===== src/rtl/alu_arbiter.sv =====
// rtl/alu_arbiter.sv - two-requester round-robin front end for a registered ALU
module alu_arbiter #(
    parameter int W = 32
) (
    input  logic         clk,
    input  logic         rst_n,
    input  logic         req0_valid,
    output logic         req0_ready,
    input  logic [3:0]   req0_op,
    input  logic [W-1:0] req0_a,
    input  logic [W-1:0] req0_b,
    input  logic         req1_valid,
    output logic         req1_ready,
    input  logic [3:0]   req1_op,
    input  logic [W-1:0] req1_a,
    input  logic [W-1:0] req1_b,
    output logic         rsp0_valid,
    input  logic         rsp0_ready,
    output logic         rsp1_valid,
    input  logic         rsp1_ready,
    output logic [W-1:0] rsp_res,
    output logic         rsp_carry,
    output logic         rsp_z,
    output logic [3:0]   alu_I,
    output logic         alu_EX,
    output logic [W-1:0] alu_op1,
    output logic [W-1:0] alu_op2,
    input  logic [W-1:0] alu_res,
    input  logic         alu_carry,
    input  logic         alu_z,
    output logic         busy
);

    typedef enum logic [1:0] {
        IDLE  = 2'd0,
        ISSUE = 2'd1,
        RESP  = 2'd2
    } state_t;

    state_t         r_state;
    state_t         w_state_nxt;
    logic           r_last;
    logic           r_owner;
    logic [3:0]     r_op;
    logic [W-1:0]   r_a;
    logic [W-1:0]   r_b;

    logic           w_gnt_any;
    logic           w_gnt;
    logic           w_accept;
    logic           w_rsp_done;

    // Grant looks only at valids and the last winner; ties go to the other side.
    assign w_gnt_any  = req0_valid | req1_valid;
    assign w_gnt      = (req0_valid & req1_valid) ? ~r_last : req1_valid;
    assign w_accept   = (r_state == IDLE) & w_gnt_any;
    assign w_rsp_done = (r_state == RESP) & (r_owner ? rsp1_ready : rsp0_ready);

    always_ff @(posedge clk or negedge rst_n) begin
        if (!rst_n) begin
            r_state <= IDLE;
        end else begin
            r_state <= w_state_nxt;
        end
    end

    always_comb begin
        w_state_nxt = r_state;
        req0_ready  = 1'b0;
        req1_ready  = 1'b0;
        rsp0_valid  = 1'b0;
        rsp1_valid  = 1'b0;
        alu_EX      = 1'b0;
        busy        = 1'b1;
        case (r_state)
            IDLE: begin
                busy       = 1'b0;
                req0_ready = w_gnt_any & ~w_gnt;
                req1_ready = w_gnt_any & w_gnt;
                if (w_accept) begin
                    w_state_nxt = ISSUE;
                end
            end
            ISSUE: begin
                alu_EX      = 1'b1;
                w_state_nxt = RESP;
            end
            RESP: begin
                rsp0_valid = ~r_owner;
                rsp1_valid = r_owner;
                if (w_rsp_done) begin
                    w_state_nxt = IDLE;
                end
            end
            default: begin
                w_state_nxt = IDLE;
            end
        endcase
    end

    // Holding registers keep driving the ALU after issue so its inputs stay quiet.
    always_ff @(posedge clk or negedge rst_n) begin
        if (!rst_n) begin
            r_last  <= 1'b1;
            r_owner <= 1'b0;
            r_op    <= '0;
            r_a     <= '0;
            r_b     <= '0;
        end else if (w_accept) begin
            r_last  <= w_gnt;
            r_owner <= w_gnt;
            r_op    <= w_gnt ? req1_op : req0_op;
            r_a     <= w_gnt ? req1_a  : req0_a;
            r_b     <= w_gnt ? req1_b  : req0_b;
        end
    end

    assign alu_I     = r_op;
    assign alu_op1   = r_a;
    assign alu_op2   = r_b;
    assign rsp_res   = alu_res;
    assign rsp_carry = alu_carry;
    assign rsp_z     = alu_z;

endmodule


===== config.mk =====
export PLATFORM = sky130hd
export DESIGN_NAME = alu_arbiter
export DESIGN_NICKNAME = d
export VERILOG_FILES = /design/src/rtl/alu_arbiter.sv
export SDC_FILE = /design/constraint.sdc
export NUM_CORES = 1
export LEC_CHECK = 0
export CAP_MARGIN = 0
export CORE_AREA = 2 2 110 112
export CTS_BUF_LIST = sky130_fd_sc_hd__clkbuf_2 sky130_fd_sc_hd__clkbuf_4 sky130_fd_sc_hd__clkbuf_8
export DETAILED_ROUTE_END_ITERATION = 8
export DIE_AREA = 0 0 112 114
export HOLD_SLACK_MARGIN = 0.05
export PLACE_DENSITY = 0.78
export SYNTH_ARGS = -nofsm -noshare
export SYNTH_HDL_FRONTEND = slang
export SYNTH_SLANG_ARGS = --single-unit

===== constraint.sdc =====
create_clock -name clk -period 4.11 [get_ports clk]
set_input_delay 0.411 -clock clk [delete_from_list [all_inputs] [get_ports clk]]
set_output_delay 0.411 -clock clk [all_outputs]
set_load 0.01 [all_outputs]

After elaboration in Yosys (flattened, before gate mapping)
Cells that the tools add are included.
- equality and inequality tests: 4
- muxes and demuxes: 14
- bitwise operators: 9
- reduce and logical (&&, ||, !) cells: 2
- operators by type and width (operator ; number):
    $mux 32 ; 2
    $mux 1 ; 8
    $pmux 2 s3 ; 1
    $and 1x1->1 ; 5
    $mux 2 ; 2
    $mux 4 ; 1
    $ne 2x2->1 const B ; 2
    $not 1->1 ; 3
    $eq 2x1->1 const B ; 1
    $eq 2x2->1 const B ; 1
    $logic_not 2->1 ; 1
    $reduce_and 2->1 ; 1
    $or 1x1->1 ; 1
- register bits after elaboration: 72
- input port bits: 176
- output and inout bits: 108
- logic and storage cells: 35

Logic depth before layout (Yosys ltp)
Gate-level depths: netlist (run 1).
- word-level depth: 5
- depth in mapped cells: 6
- gate-level depth less buffers: 4

Worst setup path after synthesis (run 1)
OpenSTA, ideal clock, no wires.
- path kind: register -> output
- start: register r_state[0]
- end: output req1_ready
- data arrival time: 1.054 ns
- required time: 3.699 ns
- setup slack: 2.645 ns
- stages on the path, launching flop included: 5
- buffers on the path: 1
- cells stage by stage: dfrtp_1 nor2_4 buf_2 inv_2 nor2_1
- word-level cells in the longest chain between the ends: 2
- RTL lines (item ; RTL line ; text):
    from (decl) ; 40 ; state_t r_state;
    from (signal assigned) ; 63 ; r_state <= w_state_nxt;
    $logic_not 2->1 ; 75 ; case (r_state)
    $mux 1 ; 75 ;
    to (decl) ; 13 ; output logic req1_ready,
Every way passes these cells.

Final worst setup path (run 1)
- start: register r_state[1]
- end: output req0_ready
- word-level cells in the longest chain between the ends: 2
- RTL lines (item ; RTL line ; text):
    $logic_not 2->1 ; 75 ;
    $mux 1 ; 75 ;
    to (decl) ; 8 ; output logic req0_ready,
Every way passes these cells.

==> results of run 1 <==
## registers in the layout, summed over array words and instances, names as in the netlist
signal / flops
alu_I: 4
alu_op1: 32
alu_op2: 32
r_last: 1
r_owner: 1
r_state: 2
## routing by layer
metal  wire length (um)  share of wire [%]  vias up
met2               5633                 48      176
met1               4810                 41     1587
met3               1169                9.9       17
li1                   -                  -     1514
met4                225                1.9        0
met5                  0                  0        -
## synthesized netlist by cell type
master,instances
sky130_fd_sc_hd__buf_4,36
sky130_fd_sc_hd__mux2_1,1
sky130_fd_sc_hd__dfstp_2,1
sky130_fd_sc_hd__nor2_4,1
sky130_fd_sc_hd__buf_6,8
sky130_fd_sc_hd__or2_1,1
sky130_fd_sc_hd__and3_1,50
sky130_fd_sc_hd__a21oi_1,18
sky130_fd_sc_hd__nor2_1,3
sky130_fd_sc_hd__buf_2,9
sky130_fd_sc_hd__nand2b_1,2
sky130_fd_sc_hd__nand2_2,1
sky130_fd_sc_hd__inv_1,1
sky130_fd_sc_hd__a21boi_2,1
sky130_fd_sc_hd__clkbuf_1,12
sky130_fd_sc_hd__nand2_1,36
sky130_fd_sc_hd__a31oi_1,18
sky130_fd_sc_hd__inv_2,2
sky130_fd_sc_hd__nor2b_1,1
sky130_fd_sc_hd__o22ai_1,1
sky130_fd_sc_hd__a21bo_1,1
sky130_fd_sc_hd__a221o_1,50
sky130_fd_sc_hd__dfrtp_1,71
sky130_fd_sc_hd__a21o_1,1
sky130_fd_sc_hd__and3_4,1
sky130_fd_sc_hd__o21bai_1,1
## critical path, stage by stage (launching register included)
cell                              delay (ns)
sky130_fd_sc_hd__dfrtp_1                0.43
sky130_fd_sc_hd__nor2_4                 0.52
sky130_fd_sc_hd__and3_4                 0.70
sky130_fd_sc_hd__clkdlybuf4s50_1        0.66
## layout make-up
cell class	count	area, um^2
clock inverter	5	102.6
timing repair buffer	217	2165
clock buffer	11	151.4
inverter	3	11.26
fill	1089	6017
tap	147	183.9
sequential	72	1803
multi-input combinational	188	1277
## power by group through the flow
stage / Sequential [uW] / Combinational (uW) / Clock [uW]
floorplan: 1410 / 856 / 0
global placement: 1280 / 1940 / 0
detailed placement: 1290 / 1980 / 0
CTS: 1280 / 1990 / 727
global route: 1330 / 2120 / 760
finish: 1280 / 1970 / 705
## cell families (layout without fill, tap and decap cells)
logic type | after synthesis | count (layout)
buffers and inverters | 68 | 236
DFF | 72 | 72
muxes | 1 | 1
AOI/OAI and AO/OA | 91 | 91
and+or+nand+nor | 96 | 96
## path summary, 6_finish.rpt
kind / from / end / cells after the start
setup / recovery: r_state[1] / req0_ready / 3
hold / removal: rst_n / alu_op2[14] / 1
setup reg to reg: r_state[1] / alu_op1[16] / 4
hold reg to reg: alu_op1[8] / alu_op1[8] / 1
max in group asynchronous: rst_n / r_state[0] / 1
min in group clk: alu_op1[8] / alu_op1[8] / 1
## stage by stage
| stage | utilization [%] | worst slack [ns] |
|---|---|---|
| floorplan | - | 2.645 |
| global placement | 46.45 | 1.007 |
| detailed placement | 46.45 | 0.9164 |
| CTS | 48.62 | 0.9523 |
| global route | 48.62 | 0.8546 |
| finish | 48.62 | 0.9865 |
==> results_dict.tcl, run 1 <==
set metrics [dict create \
    grt_util_met2_pct 30.95 \
    cts_h_tree_lvls 3 \
    final_nets 667 \
    setup.reg_to_reg.worst_slack_ns 1.52 \
    globalRouteTotalUtil_pct 18.27 \
    routed-via-count 3294 \
    worst_setup_path_start_kind "flip-flop" \
    initial_core_util_pct 30.18 \
    max_cap_violations 0 \
    power_density_mw_per_mm2 694.9 \
    status "finished clean" \
    io-pin-count 284 \
    ys_seq_elements 72 \
    area_growth_pct 61.10 \
    cellLeakagePower_uw 0.002490 \
    routed_wirelength_mm 11.84 \
    compound_gate_fraction_of_synth_area_pct 21.10 \
    ir_drop_v 0.0003215 \
    place.detailed.hpwl_mm 8.425 \
    worstSetupEndpointType "primary output" \
    cts_hold_buffers 0 \
    crit_required_ns 3.70 \
    grt_start_max_net_pins 73 \
    finalPower_uw 3957 \
    tns_ns 0 \
    share_of_total_power_in_the_clock_network_pct 17.8 \
    post_synth_instance_area_mm2 0.003535 \
    layout-drive-gt1-share_pct 5.242 \
    synth_area_leaders "sky130_fd_sc_hd__dfrtp_1, sky130_fd_sc_hd__a221o_1, sky130_fd_sc_hd__and3_1" \
    grt_antenna_before_repair 0 \
    cts_setup_buffers 0 \
    synth_fa_ha_area_share_pct 0 \
    grt_setup_unrepaired "false" \
    floorplan.die.height_um 114 \
    gr_util_met3_pct 7.014 \
    final-max-slew-violation-count 0 \
    finish.instance_area_mm2 0.005694 \
    timing.setup.critical_path_class "reg2out" \
    numPortBuffers 215 \
    die_area_mm2 0.01277 \
    n_antenna_cell 0 \
    clockRootBuffer "sky130_fd_sc_hd__clkbuf_8" \
    place.detailed.instances 627 \
    final_cells 643 \
    crit_path_max_fanout 51 \
    synthCells 328 \
    first_iter_violations 189 \
    power_frac_comb_pct 49.7 \
    ys_warn_count 0 \
    maxSlewHeadroom_pct 26.80 \
    antenna_violating_nets_left 0 \
    top_library_cells_by_usage_in_the_layout_fill_and_taps_aside "sky130_fd_sc_hd__clkdlybuf4s50_1, sky130_fd_sc_hd__dfrtp_1, sky130_fd_sc_hd__and3_1, sky130_fd_sc_hd__a221o_1, sky130_fd_sc_hd__nand2_1" \
    number_of_clock_buffers_inserted_by_tritoncts 9 \
    share_of_synthesized_cell_area_in_and_or_nand_and_nor_gates_pct 14.51 \
    fin_crit_sh_pct 76.00 \
    drt_pre_antenna_iters 4 \
    finalSetupViolations 0 \
    coreArea_mm2 0.01171 \
    floorplan.rows 40 \
    ys_types 26 \
    first_pass_grt_wire_length_mm 18.22 \
    place_congestion 0.8404 \
    clkSinkCount 72 \
    synth_largest_type_area_fraction_pct 50.27 \
    fin_worst_skew_ns 0.007596 \
    hold_ws_ns 0.1985 \
    max_slew.worst_pin.slew_ns 1.094 \
    dieWidth_um 112 \
    synth_mux_area_share_pct 0.3186 \
    clk_latency_ns 0.34 \
    post_synth_xor_area_fraction_pct 0 \
    grt_remaining_overflow 0 \
    finalHoldViolations 0 \
    post_cts_resized 0 \
    grt_pass1_vias 3402 \
    syn-mean-instance-area_um2 10.78 \
    via_per_inst 5.123 \
    switchingPower_uw 1371 \
    hold_path_class "in2async" \
    intPower_uw 2586 \
    clock_tree.buffer_depth 2 \
    synth_fp_nets 504 \
    cts_tree "built" \
    detail_route.wl_per_cell_um 18.41 \
    grt_util_met1_pct 21.20 \
    timing.critical_path.arrival_ns 2.71 \
    drt_drc_violations_left 0 \
    seq_area_frac_synth_pct 51.01 \
    power.sequential.fraction_pct 32.5 \
    most_common_cell_after_layout_fill_and_taps_aside "sky130_fd_sc_hd__clkdlybuf4s50_1" \
    grt-busiest-layer "met2" \
    max_clock_freq_ghz 0.3202 \
    fraction_of_power_spent_switching_nets_pct 34.64 \
    combinational_family_with_the_most_area_after_synthesis "compound AO/OA/AOI/OAI gates" \
    synth_largest_area_cell "sky130_fd_sc_hd__dfrtp_1" \
    clk_slew_on_worst_s_h_paths_ns 0.08 \
    placed_cell_area_mm2 0.005440 \
    layout_min_cycle_time_ns 3.124 \
]
Power figures use the tool's default switching activity.
==> inputs of run 2 (changes only) <==
--- a/config.mk
+++ b/config.mk
@@ -6,12 +6,12 @@
 export NUM_CORES = 1
 export LEC_CHECK = 0
 export CAP_MARGIN = 0
-export CORE_AREA = 2 2 110 112
+export CORE_AREA = 2 2 112 114
 export CTS_BUF_LIST = sky130_fd_sc_hd__clkbuf_2 sky130_fd_sc_hd__clkbuf_4 sky130_fd_sc_hd__clkbuf_8
 export DETAILED_ROUTE_END_ITERATION = 8
-export DIE_AREA = 0 0 112 114
+export DIE_AREA = 0 0 114 116
 export HOLD_SLACK_MARGIN = 0.05
-export PLACE_DENSITY = 0.78
+export PLACE_DENSITY = 0.75
 export SYNTH_ARGS = -nofsm -noshare
 export SYNTH_HDL_FRONTEND = slang
 export SYNTH_SLANG_ARGS = --single-unit
==> constraint.sdc (replaced) <==
create_clock -name clk -period 3.2 [get_ports clk]
set_input_delay 0.32 -clock clk [delete_from_list [all_inputs] [get_ports clk]]
set_output_delay 0.32 -clock clk [all_outputs]
set_load 0.01 [all_outputs]
==> run 2 against run 1 <==
Compared with the run above: largest power group unchanged; die area increased by 3.6%; register-to-register slack got worse by 0.33 ns; core utilization decreased by 0.74 points; global-route usage increased by 0.12 points; sequential share of layout area about the same; non-clock buffer count increased by 4; clock-buffer cell count decreased by 2; highest routed layer unchanged; combinational power increased by 29%; design area increased by 0.15%.
==> results_dict.tcl, run 2 (synthesis results as in run 1) <==
set metrics [dict create \
    status "finished clean" \
    fraction_of_power_spent_switching_nets_pct 35.85 \
    max_cap_violations 0 \
    globalRouteTotalUtil_pct 18.39 \
    area_growth_pct 61.35 \
    worst_setup_path_start_kind "input pin" \
    first_pass_grt_wire_length_mm 18.69 \
    power.sequential.fraction_pct 33.1 \
    final-max-slew-violation-count 0 \
    via_per_inst 5.236 \
    crit_path_max_fanout 20 \
    die_area_mm2 0.01322 \
    place.detailed.hpwl_mm 8.961 \
    share_of_total_power_in_the_clock_network_pct 16.2 \
    most_common_cell_after_layout_fill_and_taps_aside "sky130_fd_sc_hd__clkdlybuf4s50_1" \
    grt_setup_unrepaired "false" \
    number_of_clock_buffers_inserted_by_tritoncts 9 \
    grt_antenna_before_repair 0 \
    clkSinkCount 72 \
    fin_crit_sh_pct 76.45 \
    switchingPower_uw 1802 \
    grt_remaining_overflow 0 \
    cts_setup_buffers 0 \
    post_cts_resized 0 \
    final_nets 671 \
    dieWidth_um 114 \
    finalSetupViolations 0 \
    clk_slew_on_worst_s_h_paths_ns 0.09 \
    cts_h_tree_lvls 3 \
    routed_wirelength_mm 12.39 \
    floorplan.rows 40 \
    place_congestion 0.8279 \
    grt_start_max_net_pins 73 \
    clock_tree.buffer_depth 2 \
    floorplan.die.height_um 116 \
    cellLeakagePower_uw 0.002489 \
    worstSetupEndpointType "primary output" \
    ir_drop_v 0.0004266 \
    numPortBuffers 215 \
    hold_path_class "in2async" \
    drt_drc_violations_left 0 \
    layout_min_cycle_time_ns 2.446 \
    detail_route.wl_per_cell_um 19.15 \
    layout-drive-gt1-share_pct 6.000 \
    crit_required_ns 2.88 \
    coreArea_mm2 0.01191 \
    clk_latency_ns 0.36 \
    clockRootBuffer "sky130_fd_sc_hd__clkbuf_8" \
    maxSlewHeadroom_pct 38.10 \
    max_slew.worst_pin.slew_ns 0.9285 \
    timing.critical_path.arrival_ns 2.13 \
    drt_pre_antenna_iters 4 \
    tns_ns 0 \
    power_frac_comb_pct 50.7 \
    power_density_mw_per_mm2 881.1 \
    top_library_cells_by_usage_in_the_layout_fill_and_taps_aside "sky130_fd_sc_hd__clkdlybuf4s50_1, sky130_fd_sc_hd__dfrtp_1, sky130_fd_sc_hd__and3_1, sky130_fd_sc_hd__a221o_1, sky130_fd_sc_hd__nand2_1" \
    max_clock_freq_ghz 0.4088 \
    finalHoldViolations 0 \
    timing.setup.critical_path_class "in2out" \
    initial_core_util_pct 29.67 \
    final_util_pct 47.88 \
    routed-via-count 3388 \
    io-pin-count 284 \
    n_antenna_cell 0 \
    cts_hold_buffers 0 \
    fin_worst_skew_ns 0.01680 \
    first_iter_violations 223 \
    cts_tree "built" \
    intPower_uw 3223 \
    grt_pass1_vias 3392 \
    antenna_violating_nets_left 0 \
]
==> run 2: cell count changes in the layout (fill, tap and decap cells not counted), sizes merged <==
cell      previous run  this run
clkinvlp             1         3
bufinv               3         2
clkinv               1         2
buf                  3         7
clkbuf              11         9
==> run 2: path summary, 6_finish.rpt <==
path / start / end / slack [ns] / cells past startpoint
max in group asynchronous: rst_n / alu_op1[8] / 2.50 / 1
worst min register to register: alu_op2[26] / alu_op2[26] / 0.51 / 1
worst max register to register: r_state[0] / alu_op2[27] / 1.19 / 4
min in group clk: alu_op2[26] / alu_op2[26] / 0.51 / 1
worst min-delay path: rst_n / alu_op2[18] / 0.1 / 1
worst max-delay path: req0_valid / req1_ready / 0.75 / 4
==> run 2: layer usage <==
metal	track usage, %	up-vias	wire [um]
met3	6.904	39	1266
li1	-	1523	-
met1	21.67	1613	4902
met4	9.024	0	382
met2	29.64	213	5839
met5	0	-	0
==> run 2: final cells by class <==
class / instances / area, um^2
Clock buffer: 9 / 123.9
Timing Repair Buffer: 221 / 2207
Fill cell: 1122 / 6208
Tap cell: 147 / 183.9
Sequential cell: 72 / 1803
Clock inverter: 7 / 96.34
Inverter: 3 / 11.26
Multi-Input combinational cell: 188 / 1277
==> run 2: metrics by stage <==
stage	hold slack, ns	std cells	total power, uW	instance area [um^2]	setup slack (ns)
finish	0.09574	647	5025	5703	0.7537
floorplan	0.02441	328	2915	3535	1.789
detailed placement	0.4944	631	4244	5483	0.7567
global placement	0.4938	631	4176	5483	0.7995
global route	0.1568	647	5342	5703	0.6868
CTS	0.1087	647	5081	5703	0.7460
==> run 2: power groups by stage <==
stage	clock network, uW	registers (uW)	logic [uW]
floorplan	0	1810	1100
global placement	0	1660	2520
detailed placement	0	1670	2580
CTS	838	1660	2580
global route	876	1710	2750
finish	813	1660	2550
==> run 2: critical path: stages <==
cell                              delay (ns)
sky130_fd_sc_hd__clkdlybuf4s50_1        0.53
sky130_fd_sc_hd__a21bo_1                0.45
sky130_fd_sc_hd__nor2_1                 0.25
sky130_fd_sc_hd__clkdlybuf4s50_1        0.57
==> inputs of run 3 (changes only) <==
--- a/config.mk
+++ b/config.mk
@@ -6,12 +6,12 @@
 export NUM_CORES = 1
 export LEC_CHECK = 0
 export CAP_MARGIN = 0
-export CORE_AREA = 2 2 112 114
+export CORE_AREA = 2 2 110 112
 export CTS_BUF_LIST = sky130_fd_sc_hd__clkbuf_2 sky130_fd_sc_hd__clkbuf_4 sky130_fd_sc_hd__clkbuf_8
 export DETAILED_ROUTE_END_ITERATION = 8
-export DIE_AREA = 0 0 114 116
+export DIE_AREA = 0 0 112 114
 export HOLD_SLACK_MARGIN = 0.05
-export PLACE_DENSITY = 0.75
+export PLACE_DENSITY = 0.81
 export SYNTH_ARGS = -nofsm -noshare
 export SYNTH_HDL_FRONTEND = slang
 export SYNTH_SLANG_ARGS = --single-unit
==> constraint.sdc (replaced) <==
create_clock -name clk -period 2.1 [get_ports clk]
set_input_delay 0.21 -clock clk [delete_from_list [all_inputs] [get_ports clk]]
set_output_delay 0.21 -clock clk [all_outputs]
set_load 0.01 [all_outputs]
==> run 3 against run 2 <==
Compared with the run above: design area rose by 0.33%; clock power rose by 41%; non-clock buffer count rose by 4; setup slack got worse by 0.68 ns; sequential cell count is the same; largest cell class unchanged; critical path type is now reg2out.
==> results_dict.tcl, run 3 (synthesis results as in run 1) <==
set metrics [dict create \
    cp_slowest_cell "sky130_fd_sc_hd__clkdlybuf4s50_1" \
    clockRootBuffer "sky130_fd_sc_hd__clkbuf_8" \
    max_slew.worst_pin.slew_ns 0.9133 \
    timing.setup.critical_path_class "reg2out" \
    max_cap_violations 0 \
    coreArea_mm2 0.01171 \
    cts_tree "built" \
    n_fill_cell 1067 \
    ir_drop_v 0.0007755 \
    timing.critical_path.arrival_ns 1.82 \
    power_density_mw_per_mm2 1328 \
    grt_setup_unrepaired "false" \
    routed_wirelength_mm 12.07 \
    area_growth_pct 61.88 \
    critical_path_buf_inv_count 1 \
    routed-via-count 3368 \
    tns_ns 0 \
    fin_worst_skew_ns 0.01555 \
    hold_path_startpoint "req0_a[22]" \
    status "finished clean" \
    fin_crit_sh_pct 96.69 \
    initial_core_util_pct 30.18 \
    floorplan.rows 40 \
    worst_setup_path_start_kind "flip-flop" \
    first_iter_violations 184 \
    place.detailed.hpwl_mm 8.675 \
    multi_input_comb_area_mm2 0.001277 \
    finish.instance_area_mm2 0.005722 \
    maxSlewHeadroom_pct 39.11 \
    first_pass_grt_wire_length_mm 19.26 \
    detail_route.wl_per_cell_um 18.54 \
    finalSetupViolations 0 \
    drt_drc_violations_left 0 \
    cts_h_tree_lvls 3 \
    layout_min_cycle_time_ns 2.031 \
    most_common_cell_after_layout_fill_and_taps_aside "sky130_fd_sc_hd__clkdlybuf4s50_1" \
    clk_slew_on_worst_s_h_paths_ns 0.08 \
    hold_path_class "in2reg" \
    clkSinkCount 72 \
    finalPower_uw 7601 \
    sequential_cell_area_mm2 0.001803 \
    n_antenna_cell 0 \
    final-max-slew-violation-count 0 \
    cellLeakagePower_uw 0.002517 \
    io-pin-count 284 \
    crit_required_ns 1.89 \
    grt_remaining_overflow 0 \
    number_of_clock_buffers_inserted_by_tritoncts 9 \
    dieWidth_um 112 \
    grt_pass1_vias 3661 \
    placed_cell_area_mm2 0.005505 \
    antenna_violating_nets_left 0 \
    top_library_cells_by_usage_in_the_layout_fill_and_taps_aside "sky130_fd_sc_hd__clkdlybuf4s50_1, sky130_fd_sc_hd__dfrtp_1, sky130_fd_sc_hd__and3_1, sky130_fd_sc_hd__a221o_1, sky130_fd_sc_hd__nand2_1" \
    via_per_inst 5.174 \
    worstSetupEndpointType "primary output" \
    finalHoldViolations 0 \
    crit_path_max_fanout 4 \
    cts_setup_buffers 0 \
    clk_latency_ns 0.35 \
    reg2reg_from "r_state[0]" \
    critical_path.startpoint "r_last" \
    numPortBuffers 215 \
    cts_hold_buffers 1 \
    worstPathCellList "nand2b_1 -> and3_4 -> clkdlybuf4s50_1" \
    worst_path_max_stage_delay_ns 0.58 \
    die_area_mm2 0.01277 \
    post_cts_resized 0 \
    floorplan.die.height_um 114 \
    clock_tree.buffer_depth 2 \
    place_congestion 0.8156 \
    max_clock_freq_ghz 0.4925 \
    drt_pre_antenna_iters 4 \
    final_nets 675 \
    worst_path_dominant_cell_family "buffers and inverters" \
    globalRouteTotalUtil_pct 18.88 \
    grt_start_max_net_pins 73 \
    layout-drive-gt1-share_pct 6.548 \
    grt_antenna_before_repair 0 \
]
## run 3: path summary, 6_finish.rpt
path / cells after the start / slack (ns) / to
max reg2reg: 6 / 0.27 / alu_op1[18]
max: 3 / 0.07 / req0_ready
min: 3 / 0.42 / alu_op1[22]
min reg2reg: 1 / 0.51 / alu_op2[30]
max in group asynchronous: 2 / 0.97 / alu_I[3]
min in group asynchronous: 2 / 0.52 / alu_op2[14]
## run 3: final cells by class
type                            count  share of cell area (%)
Clock inverter                      3                  0.6998
Multi-Input combinational cell    188                   22.33
Clock buffer                       13                   2.908
Inverter                            3                  0.1968
Sequential cell                    72                   31.51
Timing Repair Buffer              225                   39.14
Tap cell                          147                   3.215
## run 3: where the power goes
| part | internal (uW) | switching, uW |
|---|---|---|
| sequential | 2080 | 421 |
| clock | 637 | 514 |
| combinational | 2190 | 1750 |
| total | 4910 | 2690 |
## run 3: per-layer routing
layer | vias to the layer above | part of all wire, % | global-route usage [%]
li1 | 1531 | - | -
met1 | 1619 | 40 | 22.17
met2 | 199 | 49 | 32.20
met3 | 19 | 9.1 | 6.164
met4 | 0 | 2.1 | 7.480
met5 | - | 0 | 0
## run 3: worst min-delay path, stage by stage
cell,delay (ns)
sky130_fd_sc_hd__clkdlybuf4s50_1,0.40
sky130_fd_sc_hd__nand2_1,0.06
sky130_fd_sc_hd__a31oi_1,0.07
## run 3: through the flow
stage / hold WS (ns) / instances / utilization (%) / worst slack, ns
floorplan: -0.08559 / 328 / - / 0.6889
global placement: 0.3866 / 634 / 47.01 / 0.2690
detailed placement: 0.4085 / 634 / 47.01 / 0.1668
CTS: 0.3920 / 651 / 48.86 / 0.01778
global route: 0.4064 / 651 / 48.86 / 0.001373
finish: 0.4183 / 651 / 48.86 / 0.06944
